--- src/rtl/decode_pkg.sv ---
// Shared definitions for the decode stage: opcode values, immediate formats,
// the per-opcode control bundle and the helpers that build them.
package decode_pkg;

  // Base opcodes recognised by the decoder
  localparam logic [6:0] OPC_OP     = 7'b0110011;
  localparam logic [6:0] OPC_OP_IMM = 7'b0010011;
  localparam logic [6:0] OPC_LOAD   = 7'b0000011;
  localparam logic [6:0] OPC_JALR   = 7'b1100111;
  localparam logic [6:0] OPC_STORE  = 7'b0100011;
  localparam logic [6:0] OPC_BRANCH = 7'b1100011;
  localparam logic [6:0] OPC_LUI    = 7'b0110111;
  localparam logic [6:0] OPC_AUIPC  = 7'b0010111;
  localparam logic [6:0] OPC_JAL    = 7'b1101111;

  // Immediate layout selected by the opcode; NONE yields a zero immediate
  typedef enum logic [2:0] {
    IMM_I,
    IMM_S,
    IMM_B,
    IMM_U,
    IMM_J,
    IMM_NONE
  } imm_type_e;

  // Control fields derived from the opcode alone
  typedef struct packed {
    logic      legal;
    logic      uses_rs1;
    logic      uses_rs2;
    logic      writes_rd;
    imm_type_e imm_type;
  } ctrl_t;

  // Classify an opcode into its operand usage and immediate format
  function automatic ctrl_t decode_opcode(input logic [6:0] opcode);
    ctrl_t c;
    c.legal     = 1'b1;
    c.uses_rs1  = 1'b0;
    c.uses_rs2  = 1'b0;
    c.writes_rd = 1'b0;
    c.imm_type  = IMM_NONE;
    case (opcode)
      OPC_OP: begin
        c.uses_rs1  = 1'b1;
        c.uses_rs2  = 1'b1;
        c.writes_rd = 1'b1;
      end
      OPC_OP_IMM, OPC_LOAD, OPC_JALR: begin
        c.uses_rs1  = 1'b1;
        c.writes_rd = 1'b1;
        c.imm_type  = IMM_I;
      end
      OPC_STORE: begin
        c.uses_rs1 = 1'b1;
        c.uses_rs2 = 1'b1;
        c.imm_type = IMM_S;
      end
      OPC_BRANCH: begin
        c.uses_rs1 = 1'b1;
        c.uses_rs2 = 1'b1;
        c.imm_type = IMM_B;
      end
      OPC_LUI, OPC_AUIPC: begin
        c.writes_rd = 1'b1;
        c.imm_type  = IMM_U;
      end
      OPC_JAL: begin
        c.writes_rd = 1'b1;
        c.imm_type  = IMM_J;
      end
      default: begin
        c.legal = 1'b0;
      end
    endcase
    return c;
  endfunction

  // Assemble the 32-bit sign-extended immediate for the given format
  function automatic logic [31:0] build_imm(input logic [31:0] instr,
                                            input imm_type_e   kind);
    logic [31:0] imm;
    case (kind)
      IMM_I:   imm = {{20{instr[31]}}, instr[31:20]};
      IMM_S:   imm = {{20{instr[31]}}, instr[31:25], instr[11:7]};
      IMM_B:   imm = {{19{instr[31]}}, instr[31], instr[7], instr[30:25],
                      instr[11:8], 1'b0};
      IMM_U:   imm = {instr[31:12], 12'b0};
      IMM_J:   imm = {{11{instr[31]}}, instr[31], instr[19:12], instr[20],
                      instr[30:21], 1'b0};
      default: imm = 32'b0;
    endcase
    return imm;
  endfunction

endpackage

--- src/rtl/decode_stage_scoreboard.sv ---
// Register scoreboard: one pending bit per architectural register, set when a
// writing instruction issues and cleared when writeback retires it.
module scoreboard
  import decode_pkg::*;
(
  input  logic       clk,
  input  logic       rst_n,
  input  logic       set_en,
  input  logic [4:0] set_idx,
  input  logic       clr_en,
  input  logic [4:0] clr_idx,
  input  logic [4:0] rs1,
  input  logic [4:0] rs2,
  output logic       busy_rs1,
  output logic       busy_rs2
);

  logic [31:0] pending;
  logic [31:0] pending_next;

  // Next mask: clear first so a same-cycle set of the same index wins; x0 never pends
  always_comb begin
    pending_next = pending;
    if (clr_en) begin
      pending_next[clr_idx] = 1'b0;
    end
    if (set_en) begin
      pending_next[set_idx] = 1'b1;
    end
    pending_next[0] = 1'b0;
  end

  // A source is busy if pending, unless writeback retires it this very cycle
  always_comb begin
    busy_rs1 = (rs1 != 5'd0) && pending[rs1] && !(clr_en && (clr_idx == rs1));
    busy_rs2 = (rs2 != 5'd0) && pending[rs2] && !(clr_en && (clr_idx == rs2));
  end

  // Pending mask register
  always_ff @(posedge clk or negedge rst_n) begin
    if (!rst_n) begin
      pending <= 32'b0;
    end else begin
      pending <= pending_next;
    end
  end

endmodule

--- src/rtl/decode_stage.sv ---
// Decode stage: splits instructions into register addresses, control fields
// and immediates, stalls on read-after-write hazards and holds the result in
// a single valid/ready output register.
module decode_stage
  import decode_pkg::*;
#(
  parameter int BITSIZE = 32
) (
  input  logic               clk,
  input  logic               rstn_i,
  input  logic [31:0]        instr_i,
  input  logic [BITSIZE-1:0] pc_i,
  input  logic               valid_i,
  output logic               ready_o,
  output logic [4:0]         rs1_o,
  output logic [4:0]         rs2_o,
  input  logic [BITSIZE-1:0] data_rs1_i,
  input  logic [BITSIZE-1:0] data_rs2_i,
  input  logic               wb_valid_i,
  input  logic [4:0]         wb_rd_i,
  input  logic               flush_i,
  output logic               valid_o,
  input  logic               ready_i,
  output logic [BITSIZE-1:0] pc_o,
  output logic [BITSIZE-1:0] rs1_data_o,
  output logic [BITSIZE-1:0] rs2_data_o,
  output logic [BITSIZE-1:0] imm_o,
  output logic [4:0]         rd_o,
  output logic [6:0]         opcode_o,
  output logic [2:0]         funct3_o,
  output logic               funct7b5_o,
  output logic               illegal_o
);

  ctrl_t              ctrl;
  logic [4:0]         rd_dec;
  logic [31:0]        imm32;
  logic [BITSIZE-1:0] imm_ext;
  logic               busy_rs1;
  logic               busy_rs2;
  logic               hazard_rs1;
  logic               hazard_rs2;
  logic               accept;
  logic               issue;
  logic               sb_set;
  logic               sb_clr;

  // Register file addresses come straight from the instruction word
  assign rs1_o = instr_i[19:15];
  assign rs2_o = instr_i[24:20];

  // Decode the incoming instruction; non-writing instructions report rd = 0
  always_comb begin
    ctrl   = decode_opcode(instr_i[6:0]);
    rd_dec = ctrl.writes_rd ? instr_i[11:7] : 5'd0;
    imm32  = build_imm(instr_i, ctrl.imm_type);
  end

  // Widen the immediate to the datapath width by replicating its sign bit
  always_comb begin
    imm_ext        = {BITSIZE{imm32[31]}};
    imm_ext[31:0]  = imm32;
  end

  // A used source is hazardous if still pending or produced by the held instruction
  always_comb begin
    hazard_rs1 = ctrl.uses_rs1 && (rs1_o != 5'd0) &&
                 (busy_rs1 || (valid_o && (rd_o == rs1_o)));
    hazard_rs2 = ctrl.uses_rs2 && (rs2_o != 5'd0) &&
                 (busy_rs2 || (valid_o && (rd_o == rs2_o)));
  end

  // Handshake: ready never looks at valid_i, so fetch cannot form a loop through it
  always_comb begin
    ready_o = !flush_i && !hazard_rs1 && !hazard_rs2 && (!valid_o || ready_i);
    accept  = valid_i && ready_o;
    issue   = valid_o && ready_i && !flush_i;
    sb_set  = issue && (rd_o != 5'd0);
    sb_clr  = wb_valid_i && (wb_rd_i != 5'd0);
  end

  scoreboard u_scoreboard (
    .clk      (clk),
    .rst_n    (rstn_i),
    .set_en   (sb_set),
    .set_idx  (rd_o),
    .clr_en   (sb_clr),
    .clr_idx  (wb_rd_i),
    .rs1      (rs1_o),
    .rs2      (rs2_o),
    .busy_rs1 (busy_rs1),
    .busy_rs2 (busy_rs2)
  );

  // Output register: flush drops the entry, accept loads, a lone issue empties
  always_ff @(posedge clk or negedge rstn_i) begin
    if (!rstn_i) begin
      valid_o    <= 1'b0;
      pc_o       <= '0;
      rs1_data_o <= '0;
      rs2_data_o <= '0;
      imm_o      <= '0;
      rd_o       <= 5'd0;
      opcode_o   <= 7'd0;
      funct3_o   <= 3'd0;
      funct7b5_o <= 1'b0;
      illegal_o  <= 1'b0;
    end else if (flush_i) begin
      valid_o <= 1'b0;
    end else if (accept) begin
      valid_o    <= 1'b1;
      pc_o       <= pc_i;
      rs1_data_o <= data_rs1_i;
      rs2_data_o <= data_rs2_i;
      imm_o      <= imm_ext;
      rd_o       <= rd_dec;
      opcode_o   <= instr_i[6:0];
      funct3_o   <= instr_i[14:12];
      funct7b5_o <= instr_i[30];
      illegal_o  <= !ctrl.legal;
    end else if (issue) begin
      valid_o <= 1'b0;
    end
  end

endmodule

--- config.mk ---
export PLATFORM = sky130hd
export DESIGN_NAME = decode_stage
export DESIGN_NICKNAME = d
export VERILOG_FILES = /design/src/rtl/decode_pkg.sv /design/src/rtl/decode_stage_scoreboard.sv /design/src/rtl/decode_stage.sv
export SDC_FILE = /design/constraint.sdc
export NUM_CORES = 1
export LEC_CHECK = 0
export BUFFER_PORTS_ARGS = -buffer_cell sky130_fd_sc_hd__buf_4
export CAP_MARGIN = 10
export CORE_MARGIN = 3
export CORE_UTILIZATION = 45
export DETAILED_ROUTE_END_ITERATION = 10
export HOLD_SLACK_MARGIN = 0.02
export PLACE_DENSITY = 0.73
export SLEW_MARGIN = 0
export SYNTH_ARGS = -nofsm -noshare
export SYNTH_HDL_FRONTEND = slang
export SYNTH_HIERARCHICAL = 1
export SYNTH_SLANG_ARGS = --single-unit
--- constraint.sdc ---
create_clock -name clk -period 2.5 [get_ports clk]
set_input_delay 0.25 -clock clk [delete_from_list [all_inputs] [get_ports clk]]
set_output_delay 0.25 -clock clk [all_outputs]
set_load 0.03 [all_outputs]
==> flow_metrics.py <==
metrics = {
    "run_status": {
        "outcome": "finished with violations",
        "violations": "negative setup slack",
    },
    "power": {
        "combPwrFrac_pct": 29.9,
        "p_int_mw": 5.85,
        "finalPower_mw": 8.65,
        "irDropWorstVdd_mv": 0.425,
        "swShare_pct": 32.3,
        "pwr-share-seq_pct": 39.8,
        "p_switching_mw": 2.79,
        "pwr-share-clk_pct": 30.2,
        "leakage_nw": 5.92,
        "power_density_mw_per_mm2": 695,
    },
    "route": {
        "dr.pass1.iters": 5,
        "wl_mm": 27.1,
        "ant_nets": 0,
        "via_per_inst": 5.31,
        "drt_drc_violations_left": 0,
        "drt_iter0_drc": 493,
        "routedWlPerCell_um": 21.3,
        "num_vias": 6750,
    },
    "placed_design": {
        "placed_cell_area_mm2": 0.0116,
        "io_buffer_count": 295,
        "place.gp.congestion": 0.976,
        "dp.cells": 1229,
        "place_hpwl_mm": 19.6,
    },
    "cells_and_area": {
        "postLayoutCellArea_mm2": 0.0124,
        "post-route-util_pct": 65.0,
        "syn_to_final_growth_pct": 38.8,
        "num_antenna_cells": 0,
        "finalNonFillerCells": 1271,
        "nets": 1137,
        "post_route_cells_drive_above_1_share_pct": 55.0,
    },
    "yosys": {
        "netlist.area_leader.share_pct": 49.4,
        "synth_area_leaders": "dfrtp_1 49%, mux2_4 20%, o21ai_0 3.7%",
        "yosysWarnings": 6,
        "async_reset_ff_share_pct": 100,
        "synth-main-ff-cell": "dfrtp_1",
        "yosysSeqAreaShare_pct": 49.4,
        "synth_cells": 661,
        "synth.most_common_cell": "dfrtp_1",
        "avgSynthCellArea_um2": 13.6,
        "ys_types": 58,
        "synth_fp_nets": 800,
        "synth_seq_cells": 177,
        "syn_area_mm2": 0.00896,
        "synth_edf_count": 0,
        "synth_common_cells": "177 x dfrtp_1, 120 x mux2_4, 67 x o21ai_0",
        "synth.largest_area_cell": "dfrtp_1",
    },
    "clocking": {
        "clockBufferDepth": 2,
        "cts_tree": "built",
        "root_buffer": "clkbuf_16",
        "cts_buffers": 17,
        "h-tree-depth": 4,
        "clk_latency_ns": 0.43,
        "cts_num_sinks": 177,
        "path_clk_slew_ns": 0.07,
    },
    "sta": {
        "fmax_mhz": 358,
        "rsz0062_at_grt": "true",
        "period_share_pct": 112,
        "hold_ws_ns": 0.0432,
        "timing.final.ws_setup_ns": -0.297,
        "slew-limit-headroom_pct": 55.4,
        "period_needed_ns": 2.80,
        "drv_slew": 0,
        "worstMarginPinSlew_ns": 0.669,
        "finClkSkew_ns": 0.00996,
        "setup_viol": 147,
        "finalHoldViolCount": 0,
    },
    "global_route": {
        "first_global_vias": 7094,
        "grt_max_degree": 69,
        "track_usage_pct": 25.1,
        "grt-ovfl-total": 0,
        "grt_pass1_wl_mm": 42.2,
        "grt_antenna_before_repair": 0,
    },
    "floorplanning": {
        "die-area_mm2": 0.0216,
        "ioPinCount": 296,
        "die_w_um": 147,
        "fp.dieH_um": 147,
        "start_util_pct": 46.8,
        "rows": 50,
        "core_area_mm2": 0.0191,
    },
    "worst_setup_path": {
        "critPathMaxFanout": 19,
        "startpoint_type": "flop",
        "worstPathArrival_ns": 3.11,
        "worstSetupPathType": "reg2reg",
        "crit_required_ns": 2.81,
        "crit_path_end_kind": "flop",
    },
    "worst_hold_path": {
        "hp-class": "in2reg",
    },
    "flow_run": {
        "maxCapViolCount": 0,
    },
}
[power by group through the flow]
| stage | registers (mW) | logic, mW | clock network (mW) |
|---|---|---|---|
| floorplan | 4.12 | 0.829 | 0 |
| global placement | 3.46 | 2.49 | 0 |
| detailed placement | 3.48 | 2.53 | 0 |
| CTS | 3.44 | 2.58 | 2.66 |
| global route | 3.49 | 2.70 | 2.79 |
| finish | 3.44 | 2.59 | 2.62 |
[what timing repair did]
action,4_1_cts,5_1_grt
pin swaps,1,2
resized for setup,15,6
hold buffers,1,0
endpoints found under the setup margin,147,147
endpoints found under the hold margin,62,0
setup buffers,4,0
cloned,3,2
[layout make-up]
cell class | count | area (µm²)
fill | 1441 | 6710
sequential | 177 | 4430
multi-input combinational | 413 | 4000
timing repair buffer | 367 | 3030
clock buffer | 19 | 443
tap | 260 | 325
clock inverter | 13 | 128
inverter | 22 | 82.6
[stage by stage]
step	TNS (ns)	setup WS [ns]
after global placement	-41.09	-0.357
final	-35.13	-0.297
after global routing	-52.50	-0.414
after detailed placement	-44.45	-0.385
after CTS	-35.49	-0.300
after floorplan	0	0.00259
[worst max-delay path, cell delays in order (launching register included)]
cell and delay [ns]:
dfrtp_1 0.41, mux4_2 0.48, mux2i_1 0.14, mux2i_1 0.10, nand3_1 0.13, o21ai_2 0.09
a41oi_2 0.19, buf_4 0.14, o31ai_2 0.07, a21oi_4 0.18, buf_12 0.21, buf_16 0.19
mux2_4 0.32
[final timing paths]
check                                                   start                           endpoint  slack, ns  cells past startpoint
min in group asynchronous                              rstn_i  u_scoreboard/pending[5]$_DFF_PN0_       0.40                      2
max                        u_scoreboard/pending[13]$_DFF_PN0_               imm_o[1]$_DFFE_PN0P_      -0.30                     12
min                                            data_rs1_i[29]         rs1_data_o[29]$_DFFE_PN0P_       0.04                      2
min reg2reg                        rs1_data_o[11]$_DFFE_PN0P_         rs1_data_o[11]$_DFFE_PN0P_       0.51                      1
max in group asynchronous                              rstn_i               pc_o[13]$_DFFE_PN0P_       1.30                      3
max reg2reg                u_scoreboard/pending[13]$_DFF_PN0_               imm_o[1]$_DFFE_PN0P_      -0.30                     12
[placed cells by master (no fill, tap or decap), drive strengths merged, types with 2 or more instances in the layout]
master / count
or2: 2
clkinvlp: 2
and3b: 2
nor2b: 7
mux2: 128
nand3: 8
o21ai: 68
a21oi: 29
nor3b: 4
xor2: 12
clkbuf: 21
clkinv: 6
buf: 364
nand4: 11
dfrtp: 177
or4: 3
o31ai: 4
mux4: 13
mux2i: 27
or3b: 5
or3: 2
o211ai: 2
nor3: 2
nor2: 14
inv: 26
nor4: 6
a22o: 4
xnor2: 8
a21boi: 2
nand2: 22
nand3b: 11
[cell families after synthesis]
family | synth area share, %
xor gates and xnor gates | 1.96
buffers and inverters | 6.54
and+or+nand+nor | 6.80
muxes | 27.6
DFF | 49.4
AOI/OAI and AO/OA | 7.67
[registers in the layout, indices dropped and copies added, names as in the netlist]
name,count
rs1_data_o,32
rs2_data_o,32
opcode_o,7
funct7b5_o,1
rd_o,5
pc_o,32
illegal_o,1
funct3_o,3
valid_o,1
imm_o,32
u_scoreboard/pending,31
[per-layer routing]
metal	global-route usage (%)	part of all wire [%]	vias up
met5	0	0	-
met4	7.69	2.4	0
met3	5.18	5.9	43
met2	41.7	50	279
met1	33.3	41	3358
li1	-	-	3070
Power figures use the tool's default switching activity.
